File: src/rtl/ravenoc_flit_injector.sv
// rtl/ravenoc_flit_injector.sv - turns packet commands plus payload words into head/body/tail flits
// Optional RAVENOC_INJ_STATS_EN adds pkt_cnt/flit_cnt transfer counters.
module ravenoc_flit_injector #(
  parameter int  FLIT_WIDTH = 34,
  parameter int  N_VIRT_CHN = 3,
  parameter int  X_WIDTH    = 2,
  parameter int  Y_WIDTH    = 2,
  parameter int  PKT_WIDTH  = 8,
  localparam int VC_WIDTH   = $clog2(N_VIRT_CHN),
  localparam int HDR_WIDTH  = FLIT_WIDTH - 2 - X_WIDTH - Y_WIDTH - PKT_WIDTH,
  localparam int DAT_WIDTH  = FLIT_WIDTH - 2
) (
  input  logic                  clk_noc,
  input  logic                  arst_noc,
  input  logic                  cmd_valid,
  output logic                  cmd_ready,
  input  logic [X_WIDTH-1:0]    cmd_x_dest,
  input  logic [Y_WIDTH-1:0]    cmd_y_dest,
  input  logic [VC_WIDTH-1:0]   cmd_vc,
  input  logic [PKT_WIDTH-1:0]  cmd_pkt_size,
  input  logic [HDR_WIDTH-1:0]  cmd_hdr_data,
  input  logic                  dat_valid,
  output logic                  dat_ready,
  input  logic [DAT_WIDTH-1:0]  dat_word,
  output logic                  send_valid,
  output logic [FLIT_WIDTH-1:0] send_fdata,
  output logic [VC_WIDTH-1:0]   send_vc_id,
  input  logic [N_VIRT_CHN-1:0] recv_ready,
  output logic                  busy
`ifdef RAVENOC_INJ_STATS_EN
  ,
  output logic [31:0]           pkt_cnt,
  output logic [31:0]           flit_cnt
`endif
);

  typedef enum logic [1:0] {IDLE, HEAD, BODY, TAIL} state_t;

  localparam logic [1:0] TYPE_HEAD = 2'b00;
  localparam logic [1:0] TYPE_BODY = 2'b01;
  localparam logic [1:0] TYPE_TAIL = 2'b10;

  state_t               state, state_nxt;
  logic [PKT_WIDTH-1:0] remaining;
  logic                 transfer;
  logic                 accept;
  logic                 load;
  logic [1:0]           load_type;

  assign transfer  = send_valid && recv_ready[send_vc_id];
  assign accept    = cmd_valid && cmd_ready;
  assign load      = dat_valid && dat_ready;
  assign load_type = (remaining == PKT_WIDTH'(1)) ? TYPE_TAIL : TYPE_BODY;
  assign busy      = (state != IDLE);

  always_ff @(posedge clk_noc) begin
    if (arst_noc) state <= IDLE;
    else          state <= state_nxt;
  end

  // remaining counts payload words not yet loaded; 0 in TAIL means the tail sits in the output register
  always_comb begin
    state_nxt = state;
    cmd_ready = 1'b0;
    dat_ready = 1'b0;
    case (state)
      IDLE: begin
        cmd_ready = 1'b1;
        if (cmd_valid) state_nxt = HEAD;
      end
      HEAD: begin
        if (transfer) begin
          if (remaining == '0) begin
            state_nxt = IDLE;
          end else begin
            dat_ready = 1'b1;
            state_nxt = (remaining == PKT_WIDTH'(1)) ? TAIL : BODY;
          end
        end
      end
      BODY: begin
        dat_ready = !send_valid || transfer;
        if (dat_valid && (!send_valid || transfer) && (remaining <= PKT_WIDTH'(2)))
          state_nxt = TAIL;
      end
      TAIL: begin
        dat_ready = (remaining != '0) && (!send_valid || transfer);
        if (transfer && (remaining == '0)) state_nxt = IDLE;
      end
      default: state_nxt = IDLE;
    endcase
    if (arst_noc) begin
      cmd_ready = 1'b0;
      dat_ready = 1'b0;
    end
  end

  always_ff @(posedge clk_noc) begin
    if (arst_noc) begin
      send_valid <= 1'b0;
      send_fdata <= '0;
      send_vc_id <= '0;
      remaining  <= '0;
    end else if (accept) begin
      send_valid <= 1'b1;
      send_fdata <= {TYPE_HEAD, cmd_x_dest, cmd_y_dest, cmd_pkt_size, cmd_hdr_data};
      send_vc_id <= cmd_vc;
      remaining  <= cmd_pkt_size;
    end else if (load) begin
      send_valid <= 1'b1;
      send_fdata <= {load_type, dat_word};
      remaining  <= remaining - PKT_WIDTH'(1);
    end else if (transfer) begin
      send_valid <= 1'b0;
    end
  end

`ifdef RAVENOC_INJ_STATS_EN
  logic pkt_done;

  assign pkt_done = transfer && (remaining == '0) && ((state == HEAD) || (state == TAIL));

  always_ff @(posedge clk_noc) begin
    if (arst_noc) begin
      pkt_cnt  <= '0;
      flit_cnt <= '0;
    end else begin
      if (pkt_done) pkt_cnt  <= pkt_cnt + 32'd1;
      if (transfer) flit_cnt <= flit_cnt + 32'd1;
    end
  end
`endif

endmodule

File: config.mk
export PLATFORM = sky130hd
export DESIGN_NAME = ravenoc_flit_injector
export DESIGN_NICKNAME = d
export VERILOG_FILES = /design/src/rtl/ravenoc_flit_injector.sv
export SDC_FILE = /design/constraint.sdc
export NUM_CORES = 1
export LEC_CHECK = 0
export ABC_AREA = 1
export CAP_MARGIN = 20
export CORE_MARGIN = 2
export CORE_UTILIZATION = 46
export CTS_CLUSTER_SIZE = 28
export DETAILED_ROUTE_END_ITERATION = 7
export PLACE_DENSITY = 0.82
export SYNTH_ARGS = -nofsm -noshare
export SYNTH_HDL_FRONTEND = slang
export SYNTH_SLANG_ARGS = --single-unit
File: constraint.sdc
create_clock -name clk_noc -period 5 [get_ports clk_noc]
set_input_delay 0.5 -clock clk_noc [delete_from_list [all_inputs] [get_ports clk_noc]]
set_output_delay 0.5 -clock clk_noc [all_outputs]
set_load 0.01 [all_outputs]
==> reports/summary.json, run 1 <==
{
  "pin_count": {"value": 113},
  "route.top_layer_used": {"value": "met4"},
  "syn-cell-area": {"value": 0.00271, "unit": "sq mm"},
  "fin_tns_setup": {"value": 0, "unit": "ns"},
  "clock_tree.buffer_depth": {"value": 2},
  "final_nets": {"value": 610},
  "worst-endpoint-required": {"value": 5.23, "unit": "ns"},
  "drtPass1Iterations": {"value": 5},
  "yosysWarnings": {"value": 0},
  "critical_path.cell_chain": {"value": "clkdlybuf4s50_1 > inv_2 > and3_1 > inv_2 > buf_4 > o21ai_0 > o21ai_0 > nor2_1 > nor2_1"},
  "min_from": {"value": "send_fdata[32]$_SDFFE_PP0P_"},
  "mostFrequentLayoutCell": {"value": "nand2_1"},
  "yosys_register_bits": {"value": 47},
  "r2r_end": {"value": "send_valid$_SDFFE_PP0P_"},
  "final_area": {"value": 0.00392, "unit": "sq mm"},
  "cts_hold_buffers": {"value": 0},
  "wl_met1": {"value": 3.10, "unit": "mm"},
  "numClockSinks": {"value": 47},
  "post-synth-top-area-cell": {"value": "dfxtp_1"},
  "clock_skew": {"value": 0.00382, "unit": "ns"},
  "period_needed": {"value": 2.89, "unit": "ns"},
  "die_area": {"value": 0.00653, "unit": "sq mm"},
  "cpMaxStageDelayCell": {"value": "clkdlybuf4s50_1"},
  "finalSetupViolCount": {"value": 0},
  "rsz_0062_raised_after_global_routing": {"value": "no"},
  "setup.worst_path.start_class": {"value": "primary input"},
  "status": {"value": "completed"},
  "top_cells_by_area_in_the_synthesized_netlist": {"value": "dfxtp_1 35%, nand2_1 23%, nor2_1 12%"},
  "switching_share": {"value": 31.1, "unit": "%"},
  "finalHoldViolCount": {"value": 0},
  "power.sequential.fraction": {"value": 39.1, "unit": "%"},
  "achievable-frequency": {"value": 346, "unit": "MHz"},
  "antenna_found_initial": {"value": 0},
  "final_max_slew_viol_count": {"value": 0},
  "syn2layout_area_growth": {"value": 44.6, "unit": "%"},
  "layout_worst_path_cycle_share": {"value": 57.8, "unit": "%"},
  "synth_seq_area_share": {"value": 34.7, "unit": "%"},
  "slowest_delay": {"value": 0.59, "unit": "ns"},
  "share_clk_of_total_power": {"value": 25.8, "unit": "%"},
  "layout.cells.most_common_list": {"value": "169 x nand2_1, 112 x clkdlybuf4s50_1, 89 x nor2_1"},
  "power_per_standard_cell_area": {"value": 286, "unit": "mW/mm^2"},
  "dr_wl_met2": {"value": 3.46, "unit": "mm"},
  "wl_met3": {"value": 533, "unit": "um"},
  "clock_tree.htree_level_count": {"value": 2},
  "area_post_placement": {"value": 0.00380, "unit": "sq mm"},
  "worst-setup-path-type": {"value": "primary input to flop"},
  "route.detailed.drc": {"value": 0},
  "cts.clk_slew.worst_paths": {"value": 0.09, "unit": "ns"},
  "dr_total_vias": {"value": 2966},
  "final_layout_size_suffix_gt1_share": {"value": 3.18, "unit": "%"},
  "fillCellCount": {"value": 511},
  "wirelength": {"value": 7.16, "unit": "mm"},
  "final_antenna_diode_count": {"value": 0},
  "synth_top_area_share": {"value": 34.7, "unit": "%"},
  "cts-resized-gates": {"value": 0},
  "core_area": {"value": 0.00561, "unit": "sq mm"},
  "place.detailed.hpwl": {"value": 4.95, "unit": "mm"},
  "i_o_buffers": {"value": 112},
  "switching_power": {"value": 0.000349, "unit": "W"},
  "dieWidth": {"value": 80.8, "unit": "um"},
  "min-delay-path-class": {"value": "flop to flop"},
  "reg2regPathDepth": {"value": 12},
  "post_drt_wl_per_cell": {"value": 11.8, "unit": "um"},
  "vias_in_the_first_global_route": {"value": 2766},
  "initial_core_util": {"value": 48.4, "unit": "%"},
  "synth_cells": {"value": 437},
  "number_of_cts_inserted_buffers": {"value": 5},
  "hold-path-cell-count": {"value": 2},
  "r2r_start": {"value": "remaining[1]$_SDFFE_PP0P_"},
  "setup.worst_path.end_class": {"value": "flop"},
  "fin_total_pwr": {"value": 0.00112, "unit": "W"},
  "synth_cell_type_count": {"value": 26},
  "fp-row-count": {"value": 27},
  "drv.max_cap_violation_count": {"value": 0},
  "global_route_wire_length_before_repair": {"value": 11.6, "unit": "mm"},
  "worst_slew_margin_rel": {"value": 50.1, "unit": "%"},
  "holdPathEnd": {"value": "send_fdata[32]$_SDFFE_PP0P_"},
  "power.leakage": {"value": 1.88, "unit": "nW"},
  "worstPathMaxFanout": {"value": 57},
  "die_h": {"value": 80.8, "unit": "um"},
  "final_antenna_net_count": {"value": 0},
  "tritoncts_clock_tree": {"value": "built"},
  "cts_setup_buffers": {"value": 0},
  "combPwrFrac": {"value": 35.1, "unit": "%"},
  "root_buffer": {"value": "clkbuf_8"},
  "regToRegSetupSlack": {"value": 2.53, "unit": "ns"},
  "gr-total-overflow": {"value": 0},
  "grtUsageTotal": {"value": 21.8, "unit": "%"},
  "vias_per_cell": {"value": 4.89},
  "cellInternalPower": {"value": 0.000772, "unit": "W"},
  "first_iter_violations": {"value": 131},
  "grt_max_degree": {"value": 58},
  "final.hold.worst_slack": {"value": 0.486, "unit": "ns"},
  "synth.avg_cell_area": {"value": 6.21, "unit": "sq um"},
  "gp_congestion": {"value": 0.903},
  "worst_ep_arrival_time": {"value": 3.12, "unit": "ns"},
  "clk_latency": {"value": 0.29, "unit": "ns"},
  "tightestPinTransition": {"value": 0.748, "unit": "ns"},
  "synth_fp_nets": {"value": 514},
  "peakVddDrop": {"value": 0.162, "unit": "mV"}
}
## stage by stage
step,setup slack (ns),instances,util (%)
after CTS,2.11,606,69.9
after floorplan,3.28,437,-
after detailed placement,1.80,598,67.8
after global routing,1.85,606,69.9
final,2.11,606,69.9
after global placement,1.94,598,67.8
## cells in the mapped netlist, drive strengths merged
master	n
a21oi	8
and3	1
buf	22
clkbuf	3
dfxtp	47
ha	4
inv	20
nand2	171
nand3	18
nand3b	35
nand4	1
nor2	90
nor3	1
o21a	1
o21ai	12
o21bai	1
xnor2	1
xor2	1
## metal layers
metal  up-vias  GRT usage (%)
met5         -              0
met4         0           4.58
met3         7           6.22
met2        98           39.9
met1      1321           25.4
li1       1540              -
## logic make-up after synthesis
logic type	Yosys count	synth area share [%]
buffers and inverters	45	7.70
adders and majority gates	4	1.85
xor gates and xnor gates	2	0.646
AOI/OAI and AO/OA	22	4.24
and+or+nand+nor	317	50.9
DFF	47	34.7
## layout make-up
| type | count | area (sq um) | share of cell area [%] |
|---|---|---|---|
| Timing Repair Buffer | 114 | 1140 | 29.0 |
| Clock buffer | 6 | 82.6 | 2.11 |
| Sequential cell | 47 | 941 | 24.0 |
| Multi-Input combinational cell | 345 | 1560 | 39.8 |
| Clock inverter | 2 | 35.0 | 0.893 |
| Inverter | 20 | 75.1 | 1.91 |
| Tap cell | 72 | 90.1 | 2.30 |
## worst max-delay path, delay by kind of cell
kind            cells  cell delay [ns]
buf+inv             4             1.75
compound gates      2             0.33
simple gates        3             0.53
## registers in the layout (all words and copies together), names as in the netlist, named ones only
| signal | cells |
|---|---|
| send_valid | 1 |
| state | 1 |
| send_vc_id | 2 |
| send_fdata | 34 |
| remaining | 8 |
## how the worst max path moves through the flow
stage                         startpoint                   endpoint  depth (start not counted)
2_1_floorplan  remaining[0]$_SDFFE_PP0P_                  dat_ready                          6
3_3_place_gp                    arst_noc  remaining[6]$_SDFFE_PP0P_                          9
3_5_place_dp                    arst_noc  remaining[6]$_SDFFE_PP0P_                          9
4_1_cts                         arst_noc  remaining[6]$_SDFFE_PP0P_                          9
5_1_grt                         arst_noc  remaining[6]$_SDFFE_PP0P_                          9
6_report                        arst_noc  remaining[6]$_SDFFE_PP0P_                          9
## power by group through the flow
stage	Combinational (W)	Clock (W)	Sequential, W
after floorplan	0.000221	0	0.000457
after global placement	0.000385	0	0.000446
after detailed placement	0.000392	0	0.000446
after CTS	0.000396	0.000296	0.000438
after global routing	0.000444	0.000311	0.000443
final	0.000393	0.000289	0.000438
Note: power is estimated with default switching activity, not from simulation.
==> run 2: changes to the inputs <==
Settings changed: CORE_UTILIZATION 46 to 43, PLACE_DENSITY 0.82 to 0.78.
Clock period 5 ns to 2.7 ns, I/O delays scaled along.
==> run 2 against run 1 <==
Compared with the run above:
- sequential share of layout area hardly changed
- clock power is 49% higher
- clock-buffer cell count stayed put
- flip-flop and latch count stayed put
- die area is 6.6% higher
- first-iteration DRC count is 8.4% lower
- sequential power is 85% higher
- critical path type is now flop to primary output
- largest cell class unchanged
- highest routed layer unchanged
==> reports/summary.json, run 2 (synthesis gave the netlist of run 1 again) <==
{
  "tightestPinTransition": {"value": 0.702, "unit": "ns"},
  "finish.cell_count_without_fillers": {"value": 610},
  "final_layout_size_suffix_gt1_share": {"value": 3.36, "unit": "%"},
  "setup.worst_path.start_class": {"value": "flop"},
  "grtUsageTotal": {"value": 21.1, "unit": "%"},
  "worst-endpoint-required": {"value": 2.43, "unit": "ns"},
  "setup.worst_path.end_class": {"value": "primary output"},
  "cts-resized-gates": {"value": 0},
  "cts_hold_buffers": {"value": 0},
  "finalSetupViolCount": {"value": 0},
  "timing.final.ws_setup": {"value": 0.232, "unit": "ns"},
  "final_max_slew_viol_count": {"value": 0},
  "finalHoldViolCount": {"value": 0},
  "peakVddDrop": {"value": 0.270, "unit": "mV"},
  "clock_skew": {"value": 0.00817, "unit": "ns"},
  "area_post_placement": {"value": 0.00384, "unit": "sq mm"},
  "status": {"value": "completed"},
  "worst-setup-path-type": {"value": "flop to primary output"},
  "largest-register": {"value": "send_fdata"},
  "worst_ep_arrival_time": {"value": 2.20, "unit": "ns"},
  "fp-row-count": {"value": 28},
  "core_area": {"value": 0.00603, "unit": "sq mm"},
  "i_o_buffers": {"value": 112},
  "vias_per_cell": {"value": 4.86},
  "drv.max_cap_violation_count": {"value": 0},
  "dieWidth": {"value": 83.4, "unit": "um"},
  "clk_latency": {"value": 0.30, "unit": "ns"},
  "fin_tns_setup": {"value": 0, "unit": "ns"},
  "gp_congestion": {"value": 0.827},
  "die_h": {"value": 83.4, "unit": "um"},
  "final_area": {"value": 0.00392, "unit": "sq mm"},
  "period_needed": {"value": 2.47, "unit": "ns"},
  "largestRegisters": {"value": "send_fdata (34), remaining (8), send_vc_id (2)"},
  "place.detailed.hpwl": {"value": 4.97, "unit": "mm"},
  "mostFrequentLayoutCell": {"value": "nand2_1"},
  "vias_in_the_first_global_route": {"value": 2922},
  "number_of_cts_inserted_buffers": {"value": 5},
  "min-delay-path-class": {"value": "flop to flop"},
  "clock_tree.htree_level_count": {"value": 2},
  "final_antenna_diode_count": {"value": 0},
  "power.leakage": {"value": 1.88, "unit": "nW"},
  "dr_total_vias": {"value": 2966},
  "worst_slew_margin_rel": {"value": 53.1, "unit": "%"},
  "rsz_0062_raised_after_global_routing": {"value": "no"},
  "achievable-frequency": {"value": 405, "unit": "MHz"},
  "layout_worst_path_cycle_share": {"value": 91.4, "unit": "%"},
  "cts_setup_buffers": {"value": 0},
  "drtPass1Iterations": {"value": 4},
  "syn2layout_area_growth": {"value": 44.6, "unit": "%"},
  "fillCellCount": {"value": 581},
  "worstPathMaxFanout": {"value": 4},
  "final_antenna_net_count": {"value": 0},
  "dp_cells": {"value": 603},
  "first_iter_violations": {"value": 120},
  "final_nets": {"value": 612},
  "initial_core_util": {"value": 45.0, "unit": "%"},
  "post_drt_wl_per_cell": {"value": 12.1, "unit": "um"},
  "global_route_wire_length_before_repair": {"value": 12.4, "unit": "mm"},
  "grt_max_degree": {"value": 77},
  "numClockSinks": {"value": 47},
  "largest_register_ffs": {"value": 34},
  "power_per_standard_cell_area": {"value": 503, "unit": "mW/mm^2"},
  "dp_worst_setup_slack": {"value": 0.443, "unit": "ns"},
  "gr-total-overflow": {"value": 0},
  "wirelength": {"value": 7.35, "unit": "mm"},
  "route.detailed.drc": {"value": 0},
  "layout.cells.most_common_list": {"value": "169 x nand2_1, 112 x clkdlybuf4s50_1, 89 x nor2_1"},
  "fin_total_pwr": {"value": 0.00198, "unit": "W"},
  "clock_tree.buffer_depth": {"value": 2},
  "cts.clk_slew.worst_paths": {"value": 0.09, "unit": "ns"},
  "tritoncts_clock_tree": {"value": "built"},
  "antenna_found_initial": {"value": 0},
  "pin_count": {"value": 113},
  "die_area": {"value": 0.00696, "unit": "sq mm"},
  "root_buffer": {"value": "clkbuf_8"}
}
## run 2: through the flow
step           hold WS [ns]  util (%)
6_report              0.476      65.1
5_1_grt               0.498      65.1
4_1_cts               0.481      65.1
3_5_place_dp          0.470      63.7
3_3_place_gp          0.455      63.7
2_1_floorplan         0.339         -
## run 2: layout make-up
class	count	area (sq um)	area share, %
sequential	47	941	24.0
clock buffer	6	82.6	2.10
multi-input combinational	345	1560	39.8
tap	75	93.8	2.39
timing repair buffer	116	1160	29.7
inverter	20	75.1	1.91
clock inverter	1	5.00	0.128
## run 2: report_power, final
group          internal (W)  switching, W
Clock              0.000201      0.000229
Sequential         0.000768     0.0000421
Combinational      0.000366      0.000369
## run 2: per-layer routing
| metal | vias to the layer above | global-route usage (%) | wire length (um) |
|---|---|---|---|
| li1 | 1550 | - | - |
| met3 | 9 | 6.86 | 674 |
| met2 | 107 | 38.4 | 3330 |
| met5 | - | 0 | 0 |
| met1 | 1300 | 23.6 | 3250 |
| met4 | 0 | 5.87 | 97 |
## run 2: worst paths after layout
check / endpoint / slack (ns) / depth (start not counted) / start
worst min register to register: send_fdata[32]$_SDFFE_PP0P_ / 0.48 / 2 / send_fdata[32]$_SDFFE_PP0P_
worst max register to register: send_valid$_SDFFE_PP0P_ / 0.54 / 12 / remaining[1]$_SDFFE_PP0P_
worst max-delay path: dat_ready / 0.23 / 7 / remaining[0]$_SDFFE_PP0P_
worst min-delay path: send_fdata[32]$_SDFFE_PP0P_ / 0.48 / 2 / send_fdata[32]$_SDFFE_PP0P_
## run 2: worst max-delay path: stages (launching register included)
cell	delay, ns
dfxtp_1	0.38
inv_1	0.11
ha_1	0.23
nand2_1	0.09
o21a_1	0.15
nand2_1	0.10
a21oi_1	0.25
clkdlybuf4s50_1	0.58
==> run 3: changes to the inputs <==
Settings changed: CTS_BUF_LIST set to sky130_fd_sc_hd__clkbuf_16.
==> run 3 against run 2 <==
Compared with the run above:
- die area unchanged
- critical path type unchanged
- critical path depth unchanged
- largest power group unchanged
- global-route usage down 0.087 points
- power up 7.4%
- via count up 0.34%
- sequential share of layout area down 0.28 points
- sequential power about the same
- fmax up 1.6%
- routed wire length up 0.34%
- flip-flop and latch count unchanged
==> reports/summary.json, run 3 (synthesis gave the netlist of run 1 again) <==
{
  "die_area": {"value": 0.00696, "unit": "sq mm"},
  "worst_ep_arrival_time": {"value": 2.16, "unit": "ns"},
  "largest-register": {"value": "send_fdata"},
  "post_drt_wl_per_cell": {"value": 12.1, "unit": "um"},
  "vias_in_the_first_global_route": {"value": 2892},
  "syn2layout_area_growth": {"value": 46.4, "unit": "%"},
  "rsz_0062_raised_after_global_routing": {"value": "no"},
  "drtPass1Iterations": {"value": 4},
  "clock_tree.htree_level_count": {"value": 2},
  "drv.max_cap_violation_count": {"value": 0},
  "period_needed": {"value": 2.43, "unit": "ns"},
  "largestRegisters": {"value": "send_fdata (34), remaining (8), send_vc_id (2)"},
  "achievable-frequency": {"value": 411, "unit": "MHz"},
  "setup.worst_path.end_class": {"value": "primary output"},
  "setup.worst_path.start_class": {"value": "flop"},
  "r2r_start": {"value": "remaining[0]$_SDFFE_PP0P_"},
  "clock_skew": {"value": 0.00670, "unit": "ns"},
  "timing.final.ws_setup": {"value": 0.270, "unit": "ns"},
  "clk_latency": {"value": 0.28, "unit": "ns"},
  "cts.clk_slew.worst_paths": {"value": 0.06, "unit": "ns"},
  "clock_tree.buffer_depth": {"value": 2},
  "fin_tns_setup": {"value": 0, "unit": "ns"},
  "dieWidth": {"value": 83.4, "unit": "um"},
  "number_of_cts_inserted_buffers": {"value": 5},
  "fillCellCount": {"value": 575},
  "cts_hold_buffers": {"value": 0},
  "place.detailed.hpwl": {"value": 4.97, "unit": "mm"},
  "worstPathMaxFanout": {"value": 4},
  "numClockSinks": {"value": 47},
  "largest_register_ffs": {"value": 34},
  "final_antenna_net_count": {"value": 0},
  "tightestPinTransition": {"value": 0.702, "unit": "ns"},
  "route.top_layer_used": {"value": "met4"},
  "r2r_end": {"value": "send_valid$_SDFFE_PP0P_"},
  "final_nets": {"value": 612},
  "area.sequential": {"value": 941, "unit": "sq um"},
  "grt_max_degree": {"value": 77},
  "worst-endpoint-required": {"value": 2.43, "unit": "ns"},
  "power_per_standard_cell_area": {"value": 534, "unit": "mW/mm^2"},
  "cts_setup_buffers": {"value": 0},
  "power.leakage": {"value": 1.90, "unit": "nW"},
  "final_max_slew_viol_count": {"value": 0},
  "final_layout_size_suffix_gt1_share": {"value": 3.18, "unit": "%"},
  "dr_total_vias": {"value": 2976},
  "pin_count": {"value": 113},
  "vias_per_cell": {"value": 4.88},
  "cts-resized-gates": {"value": 0},
  "status": {"value": "completed"},
  "dr_wl_met2": {"value": 3.41, "unit": "mm"},
  "regToRegSetupSlack": {"value": 0.54, "unit": "ns"},
  "final_antenna_diode_count": {"value": 0},
  "antenna_found_initial": {"value": 0},
  "gp_congestion": {"value": 0.827},
  "core_area": {"value": 0.00603, "unit": "sq mm"},
  "wirelength": {"value": 7.38, "unit": "mm"},
  "mostFrequentLayoutCell": {"value": "nand2_1"},
  "fp-row-count": {"value": 28},
  "worst-setup-path-type": {"value": "flop to primary output"},
  "finalSetupViolCount": {"value": 0},
  "first_iter_violations": {"value": 108},
  "global_route_wire_length_before_repair": {"value": 12.4, "unit": "mm"},
  "endpoint": {"value": "dat_ready"},
  "reg2regPathDepth": {"value": 12},
  "dp_worst_setup_slack": {"value": 0.443, "unit": "ns"},
  "layout_worst_path_cycle_share": {"value": 90.0, "unit": "%"},
  "root_buffer": {"value": "clkbuf_16"},
  "die_h": {"value": 83.4, "unit": "um"},
  "worst_slew_margin_rel": {"value": 53.2, "unit": "%"},
  "wl_met3": {"value": 677, "unit": "um"},
  "finalHoldViolCount": {"value": 0},
  "i_o_buffers": {"value": 112},
  "peakVddDrop": {"value": 0.304, "unit": "mV"},
  "layout.cells.most_common_list": {"value": "169 x nand2_1, 112 x clkdlybuf4s50_1, 89 x nor2_1"},
  "tritoncts_clock_tree": {"value": "built"},
  "min-delay-path-class": {"value": "flop to flop"},
  "area_of_the_multi_input_gates": {"value": 0.00156, "unit": "sq mm"},
  "initial_core_util": {"value": 45.0, "unit": "%"},
  "grtUsageTotal": {"value": 21.1, "unit": "%"},
  "route.detailed.drc": {"value": 0},
  "crit_path_start": {"value": "remaining[0]$_SDFFE_PP0P_"},
  "gr-total-overflow": {"value": 0},
  "wl_met1": {"value": 3.20, "unit": "mm"}
}
==> run 3: cell types whose count changed in the layout (fill, tap and decap cells not counted) <==
cell | before | now
clkbuf_16 | 0 | 5
clkbuf_8 | 6 | 0
clkinv_1 | 0 | 1
==> run 3: through the flow <==
stage | total power (W) | utilization [%] | hold WS [ns] | std cells | instance area, sq um
2_1_floorplan | 0.00126 | - | 0.339 | 437 | 2710
3_3_place_gp | 0.00154 | 63.7 | 0.455 | 603 | 3840
3_5_place_dp | 0.00156 | 63.7 | 0.470 | 603 | 3840
4_1_cts | 0.00214 | 65.9 | 0.478 | 610 | 3970
5_1_grt | 0.00227 | 65.9 | 0.494 | 610 | 3970
6_report | 0.00212 | 65.9 | 0.472 | 610 | 3970
==> run 3: how the worst min path moves through the flow <==
stage / start / to / slack, ns / depth (start not counted)
4_1_cts: send_fdata[32]$_SDFFE_PP0P_ / send_fdata[32]$_SDFFE_PP0P_ / 0.48 / 2
6_report: send_fdata[32]$_SDFFE_PP0P_ / send_fdata[32]$_SDFFE_PP0P_ / 0.47 / 2
2_1_floorplan: arst_noc / flop / 0.34 / 1
5_1_grt: send_fdata[32]$_SDFFE_PP0P_ / send_fdata[32]$_SDFFE_PP0P_ / 0.49 / 2
3_3_place_gp: send_fdata[33]$_SDFFE_PP0P_ / send_fdata[33]$_SDFFE_PP0P_ / 0.46 / 2
3_5_place_dp: send_fdata[32]$_SDFFE_PP0P_ / send_fdata[32]$_SDFFE_PP0P_ / 0.47 / 2
==> run 3: worst max-delay path: stages, from the launching register on <==
cell	delay, ns
dfxtp_1	0.38
inv_1	0.12
ha_1	0.24
nand2_1	0.09
o21a_1	0.15
nand2_1	0.10
a21oi_1	0.24
clkdlybuf4s50_1	0.58
==> run 3: layout make-up <==
| class | count | share of cell area (%) |
|---|---|---|
| multi-input cells | 345 | 39.4 |
| clock buffers | 5 | 3.15 |
| inverters | 20 | 1.89 |
| flip-flops and latches | 47 | 23.7 |
| clock inverters | 2 | 0.221 |
| well taps | 75 | 2.36 |
| repair buffers | 116 | 29.3 |
==> run 3: per-layer routing <==
metal	up-vias	global-route usage (%)
met1	1314	23.6
li1	1551	-
met4	0	5.72
met2	105	38.1
met3	6	6.86
met5	-	0
==> run 3: power breakdown <==
group	internal, W	leakage, nW	switching [W]	total (W)
logic	0.000366	1.45	0.000369	0.000736
clock network	0.000333	0.0671	0.000241	0.000573
registers	0.000769	0.386	0.0000424	0.000812
